==> src/rtl/spi_slave.sv <==
// SPI slave peripheral: synchronizes an external SPI master's SCLK/MOSI/SS_n into i_clk
// and exchanges full-duplex bytes with a CPU through a 4-register bus.
module spi_slave #(
    parameter int unsigned CLK_FREQ    = 48_000_000,
    parameter int unsigned SYNC_STAGES = 2
) (
    input  logic       i_clk,
    input  logic       i_rst_n,
    input  logic       i_SCLK,
    input  logic       i_MOSI,
    input  logic       i_SS_n,
    output logic       o_MISO,
    output logic       o_MISO_oe,
    input  logic       i_en,
    input  logic       i_wr,
    input  logic [3:0] i_addr,
    input  logic [7:0] i_data,
    output logic [7:0] o_data
);

    localparam int unsigned BYTE_W = 8;
    localparam int unsigned CNT_W  = 3;

    if (SYNC_STAGES < 2 || CLK_FREQ < 8) begin : g_param_chk
        $error("spi_slave: SYNC_STAGES must be >= 2 and CLK_FREQ >= 8");
    end

    typedef enum logic {ST_IDLE, ST_ACTIVE} state_e;

    state_e                   state_q, state_d;
    logic [SYNC_STAGES-1:0]   sclk_sync_q, sclk_sync_d;
    logic [SYNC_STAGES-1:0]   mosi_sync_q, mosi_sync_d;
    logic [SYNC_STAGES-1:0]   ss_sync_q, ss_sync_d;
    logic                     sclk_prev_q, sclk_prev_d;
    logic                     ss_prev_q, ss_prev_d;
    logic [BYTE_W-1:0]        shifter_q, shifter_d;
    logic [CNT_W-1:0]         bit_cnt_q, bit_cnt_d;
    logic                     miso_q, miso_d;
    logic                     oe_q, oe_d;
    logic [2:0]               ctrl_q, ctrl_d;
    logic [BYTE_W-1:0]        rx_hold_q, rx_hold_d;
    logic [BYTE_W-1:0]        tx_hold_q, tx_hold_d;
    logic                     rx_full_q, rx_full_d;
    logic                     tx_empty_q, tx_empty_d;
    logic                     overrun_q, overrun_d;
    logic [BYTE_W-1:0]        data_q, data_d;

    logic sclk_s, mosi_s, ss_s;
    logic cpha, cpol, enable;
    logic lead_edge, trail_edge, sample_edge, shift_edge, ss_fall;
    logic wr_tx, wr_ctrl, wr_stat, rd_rx;
    logic load_avail;
    logic [BYTE_W-1:0] load_byte, rx_byte;

    assign sclk_s = sclk_sync_q[SYNC_STAGES-1];
    assign mosi_s = mosi_sync_q[SYNC_STAGES-1];
    assign ss_s   = ss_sync_q[SYNC_STAGES-1];

    assign cpha   = ctrl_q[0];
    assign cpol   = ctrl_q[1];
    assign enable = ctrl_q[2];

    // CPOL=1 inverts which SCLK transition counts as the leading edge.
    assign lead_edge   = cpol ? (sclk_prev_q & ~sclk_s) : (~sclk_prev_q & sclk_s);
    assign trail_edge  = cpol ? (~sclk_prev_q & sclk_s) : (sclk_prev_q & ~sclk_s);
    assign sample_edge = cpha ? trail_edge : lead_edge;
    assign shift_edge  = cpha ? lead_edge : trail_edge;
    assign ss_fall     = ss_prev_q & ~ss_s;

    assign wr_tx   = i_en & i_wr & (i_addr == 4'h1);
    assign wr_ctrl = i_en & i_wr & (i_addr == 4'h3);
    assign wr_stat = i_en & i_wr & (i_addr == 4'h0);
    assign rd_rx   = i_en & ~i_wr & (i_addr == 4'h2);

    // A TX write coinciding with a reload goes straight into the shifter.
    assign load_avail = wr_tx | ~tx_empty_q;
    assign load_byte  = wr_tx ? i_data : (tx_empty_q ? 8'hFF : tx_hold_q);
    assign rx_byte    = {shifter_q[BYTE_W-2:0], mosi_s};

    always_comb begin
        state_d     = state_q;
        sclk_sync_d = {sclk_sync_q[SYNC_STAGES-2:0], i_SCLK};
        mosi_sync_d = {mosi_sync_q[SYNC_STAGES-2:0], i_MOSI};
        ss_sync_d   = {ss_sync_q[SYNC_STAGES-2:0], i_SS_n};
        sclk_prev_d = sclk_s;
        ss_prev_d   = ss_s;
        shifter_d   = shifter_q;
        bit_cnt_d   = bit_cnt_q;
        miso_d      = miso_q;
        oe_d        = oe_q;
        ctrl_d      = ctrl_q;
        rx_hold_d   = rx_hold_q;
        tx_hold_d   = tx_hold_q;
        rx_full_d   = rx_full_q;
        tx_empty_d  = tx_empty_q;
        overrun_d   = overrun_q;
        data_d      = data_q;

        if (i_en && !i_wr) begin
            case (i_addr)
                4'h0:    data_d = {3'b000, (bit_cnt_q != 3'd0), (~ss_s & enable),
                                   overrun_q, tx_empty_q, rx_full_q};
                4'h1:    data_d = tx_hold_q;
                4'h2:    data_d = rx_hold_q;
                4'h3:    data_d = {5'b00000, ctrl_q};
                default: data_d = 8'h00;
            endcase
        end
        if (wr_ctrl) ctrl_d = i_data[2:0];
        if (wr_stat && i_data[2]) overrun_d = 1'b0;
        if (wr_tx) begin
            tx_hold_d  = i_data;
            tx_empty_d = 1'b0;
        end
        if (rd_rx) rx_full_d = 1'b0;

        // SPI side is evaluated last so its flag updates win simultaneous events.
        case (state_q)
            ST_IDLE: begin
                miso_d = 1'b0;
                oe_d   = 1'b0;
                if (enable && ss_fall) begin
                    state_d   = ST_ACTIVE;
                    oe_d      = 1'b1;
                    shifter_d = load_byte;
                    bit_cnt_d = 3'd0;
                    miso_d    = cpha ? 1'b0 : load_byte[BYTE_W-1];
                    if (load_avail) tx_empty_d = 1'b1;
                end
            end
            ST_ACTIVE: begin
                if (ss_s || !enable) begin
                    state_d   = ST_IDLE;
                    oe_d      = 1'b0;
                    miso_d    = 1'b0;
                    bit_cnt_d = 3'd0;
                    shifter_d = 8'h00;
                end else begin
                    if (sample_edge) begin
                        bit_cnt_d = bit_cnt_q + 3'd1;
                        if (bit_cnt_q == 3'd7) begin
                            if (rx_full_q && !rd_rx) begin
                                overrun_d = 1'b1;
                            end else begin
                                rx_hold_d = rx_byte;
                                rx_full_d = 1'b1;
                            end
                            shifter_d = load_byte;
                            if (load_avail) tx_empty_d = 1'b1;
                        end else begin
                            shifter_d = rx_byte;
                        end
                    end
                    if (shift_edge) miso_d = shifter_q[BYTE_W-1];
                end
            end
            default: state_d = ST_IDLE;
        endcase
    end

    always_ff @(posedge i_clk or negedge i_rst_n) begin
        if (!i_rst_n) begin
            state_q     <= ST_IDLE;
            sclk_sync_q <= '0;
            mosi_sync_q <= '0;
            ss_sync_q   <= '1;
            sclk_prev_q <= 1'b0;
            ss_prev_q   <= 1'b1;
            shifter_q   <= 8'h00;
            bit_cnt_q   <= 3'd0;
            miso_q      <= 1'b0;
            oe_q        <= 1'b0;
            ctrl_q      <= 3'd0;
            rx_hold_q   <= 8'h00;
            tx_hold_q   <= 8'h00;
            rx_full_q   <= 1'b0;
            tx_empty_q  <= 1'b1;
            overrun_q   <= 1'b0;
            data_q      <= 8'h00;
        end else begin
            state_q     <= state_d;
            sclk_sync_q <= sclk_sync_d;
            mosi_sync_q <= mosi_sync_d;
            ss_sync_q   <= ss_sync_d;
            sclk_prev_q <= sclk_prev_d;
            ss_prev_q   <= ss_prev_d;
            shifter_q   <= shifter_d;
            bit_cnt_q   <= bit_cnt_d;
            miso_q      <= miso_d;
            oe_q        <= oe_d;
            ctrl_q      <= ctrl_d;
            rx_hold_q   <= rx_hold_d;
            tx_hold_q   <= tx_hold_d;
            rx_full_q   <= rx_full_d;
            tx_empty_q  <= tx_empty_d;
            overrun_q   <= overrun_d;
            data_q      <= data_d;
        end
    end

    assign o_MISO    = miso_q;
    assign o_MISO_oe = oe_q;
    assign o_data    = data_q;

endmodule
==> config.mk <==
export PLATFORM = sky130hd
export DESIGN_NAME = spi_slave
export DESIGN_NICKNAME = d
export VERILOG_FILES = /design/src/rtl/spi_slave.sv
export SDC_FILE = /design/constraint.sdc
export NUM_CORES = 1
export LEC_CHECK = 0
export ABC_AREA = 1
export BUFFER_PORTS_ARGS = -buffer_cell sky130_fd_sc_hd__buf_4
export CAP_MARGIN = 30
export CORE_UTILIZATION = 59
export CTS_BUF_LIST = sky130_fd_sc_hd__clkbuf_8
export DETAILED_ROUTE_END_ITERATION = 7
export GPL_TIMING_DRIVEN = 0
export PLACE_DENSITY = 0.9
export SYNTH_ARGS = -nofsm -noshare
export SYNTH_HDL_FRONTEND = slang
export SYNTH_SLANG_ARGS = --single-unit
==> constraint.sdc <==
create_clock -name i_clk -period 3.8 [get_ports i_clk]
set_input_delay 0 -clock i_clk [delete_from_list [all_inputs] [get_ports i_clk]]
set_output_delay 0 -clock i_clk [all_outputs]
set_load 0.01 [all_outputs]
==> key figures <==
Synth
  • Yosys top cell area share: 45.09%
  • Biggest area consumer among synthesized cells: dfrtp_1
  • Largest family of logic cells by synthesized area: simple AND/OR/NAND/NOR gates
  • Multiplexer share of the synthesized area: 0%
  • Post-synth EDFFs: 0
  • Most instantiated cells after synthesis: nand2_1, dfrtp_1, inv_1
  • Synth Instances: 332
  • Top-count cell post-synth: nand2_1
  • Yosys warns: 0
  • Seq cells post-synth: 52
  • Async SR Flop Fraction: 100.0%
  • Most used DFF post-synth: dfrtp_1
  • Post-Synth Simple-Gate Area: 34.90%
  • Syn nets: 354
  • Avg Inst Size Synth: 8.024 um2
  • Netlist cell types: 29
  • Main area contributors after synthesis: dfrtp_1, nand2_1, nand4_1
  • Synth Area in Compound Gates: 7.985%
  • Xor and xnor area share after synthesis: 0%
  • Syn Std Cell Area: 2664 um2
  • Seq/Total Area, Yosys: 49.04%
  • Adder-cell share of the synthesized area: 1.409%

Critical path
  • Crit-path max FO: 9
  • RR Startpoint: bit_cnt_q[0]
  • FF-to-FF End: shifter_q[2]
  • Startpoint Class: flop
  • Worst EP arrival: 1.86 ns
  • Delay of the slowest critical-path stage: 0.40 ns
  • Top cell by count, worst path: nand2_1
  • Crit-path cells: ha_1 > ha_1 > buf_2 > inv_1 > o21ai_0 > nand3_1 > nand2_1 > nand2_1 > nand2_1
  • Slowest-stage cell, CP: dfrtp_1
  • FF-to-FF setup slack: 2.15 ns
  • Crit Path Class: flop to flop
  • Worst reg-to-reg path cell count: 9
  • Worst EP required: 4.01 ns
  • CP Capture Type: flop

Hold path
  • Hold Crit Class: input pin to flop
  • Worst Hold Endpoint: ctrl_q[2]
  • Worst Hold Depth: 3
  • Hold Crit Start: i_data[2]

Die
  • Core Region: 4354 um2
  • Die area: 4788 um2
  • Core Rows: 24
  • IO Pins: 29
  • Initial Utilization: 61.18%
  • Die Ht: 69.20 um
  • Chip width: 69.20 um

STA
  • Worst Slack Setup Final: 2.146 ns
  • Slew margin rel.: 58.12%
  • Final setup vio count: 0
  • Crit path time final: 1.654 ns
  • Min Hold Slack: 0.01216 ns
  • Achievable frequency: 604.6 MHz
  • RSZ-0062 raised after global routing: false
  • Setup_tns: 0 ns
  • Worst Max-Slew Pin Slew: 0.6283 ns
  • Final Max Tran Viols: 0
  • Clk_skew: 0.009442 ns
  • Final worst-path cycle share: 43.53%
  • Final hold violation count: 0

Routing
  • Pre-antenna DRT Iters: 5
  • WL final: 6.070 mm
  • Routed WL per cell: 14.22 um
  • Vias/cell: 5.482
  • Residual DRC: 0
  • Antenna Nets Post-Route: 0
  • Via count: 2341
  • Starting DRT DRC Count: 216

Place
  • Post-DP HPWL: 4.402 mm
  • Placed Cells: 412
  • Worst slack at placement: 2.168 ns
  • DP Area: 2939 um2
  • Gpl congestion: 0.9138
  • Port buffer count: 28

Cells and area
  • Layout area overhead: 17.14%
  • Share of cells above drive strength 1: 17.60%
  • Nets: 396
  • Post-route insts no fill: 427
  • Core Util, Final: 71.67%
  • Final Cell Area: 3120 um2
  • N_diodes: 0

Clock tree
  • CTS tree: yes
  • CTS Root Cell: clkbuf_8
  • Post-CTS sizing: 0
  • Clock Latency Late Sink: 0.31 ns
  • Depth of the CTS H-tree: 2
  • Clk pin slew, worst setup/hold paths: 0.10 ns
  • Clk sinks: 52
  • TritonCTS Buffers: 5
  • Clock Tree Buf Depth: 2
  • CTS Hold Buffers Added: 7
  • Post-CTS setup buffers: 0

Job
  • Max-cap violation count: 0

Global route
  • Vias in the first global route: 2219
  • Initial antenna violation count: 0
  • Pin count of the biggest net entering global routing: 53
  • Grt total ovfl: 0
  • GRT Overall Usage: 27.10%
  • First-pass GRT wire length: 10.25 mm

Pwr
  • Peak VDD IR: 302.6 uV
  • Leakage: 1.667 nW
  • Pwr Density: 451.8 nW/um2
  • Total Power: 1.410 mW

Outcome
  • Outcome: finished clean
cell families (layout without fill, tap and decap cells):
family,Yosys count,count (layout)
AOI/OAI and AO/OA,33,33
adders and majority gates,3,3
buffers and inverters,42,85
DFF,52,52
and+or+nand+nor,202,202
cell usage in the layout, fill, tap and decap left out, types with 2 or more instances in the layout:
cell	instances
buf_4	31
a21o_1	2
nand2_2	2
ha_1	3
a21oi_1	2
nor2_4	4
dlygate4sd3_1	7
inv_1	25
nand3_1	17
clkbuf_8	5
dfrtp_1	48
clkbuf_1	4
inv_2	8
nand2_1	133
dfstp_2	4
o211ai_1	2
nand3_4	2
nand4_1	24
nor2_1	16
o21ai_0	16
o21a_1	7
worst max path at each step:
stage	startpoint	slack, ns	cells after the start	to
finish	bit_cnt_q[0]	2.15	9	shifter_q[2]
global route	bit_cnt_q[0]	2.01	8	rx_hold_q[4]
CTS	bit_cnt_q[0]	2.15	9	shifter_q[2]
detailed placement	bit_cnt_q[0]	2.17	9	shifter_q[2]
global placement	bit_cnt_q[0]	2.22	9	shifter_q[2]
floorplan	bit_cnt_q[0]	2.32	9	shifter_q[2]
area by class of cell:
cell class | count | area (um2)
Sequential cell | 52 | 1306
Fill cell | 299 | 1234
Multi-Input combinational cell | 238 | 1180
Timing Repair Buffer | 35 | 280.3
Inverter | 33 | 123.9
Clock buffer | 5 | 68.82
Tap cell | 52 | 65.06
Buffer | 9 | 53.80
Clock inverter | 3 | 42.54
where the power goes:
group | leakage [nW] | internal [mW] | switching (mW)
clock network | 0.0541 | 0.195 | 0.190
registers | 0.658 | 0.643 | 0.0917
logic | 0.955 | 0.118 | 0.172
total | 1.67 | 0.956 | 0.453
sequential cells by signal, summed over array words and instances, names as in the netlist:
register / count
tx_empty_q: 1
sclk_sync_q: 2
state_q: 1
shifter_q: 8
tx_hold_q: 8
bit_cnt_q: 3
o_MISO_oe: 1
ss_prev_q: 1
o_data: 8
ss_sync_q: 2
o_MISO: 1
rx_full_q: 1
overrun_q: 1
rx_hold_q: 8
ctrl_q: 3
mosi_sync_q: 2
sclk_prev_q: 1
per-layer routing:
metal	vias to the layer above	routed length, um	GRT usage (%)	share of wire (%)
li1	1152	-	-	-
met1	1082	2613	35.33	43
met2	93	3013	45.85	50
met3	14	327	5.233	5.4
met4	0	115	8.390	1.9
met5	-	0	0	0
worst max-delay path, delay by kind of cell, from the launching register on:
family / cells / cell delay (ns)
compound gates: 1 / 0.13
fa+ha+maj: 2 / 0.38
buf+inv: 2 / 0.36
flops: 1 / 0.40
simple gates: 4 / 0.27
Note: power is estimated with default switching activity, not from simulation.
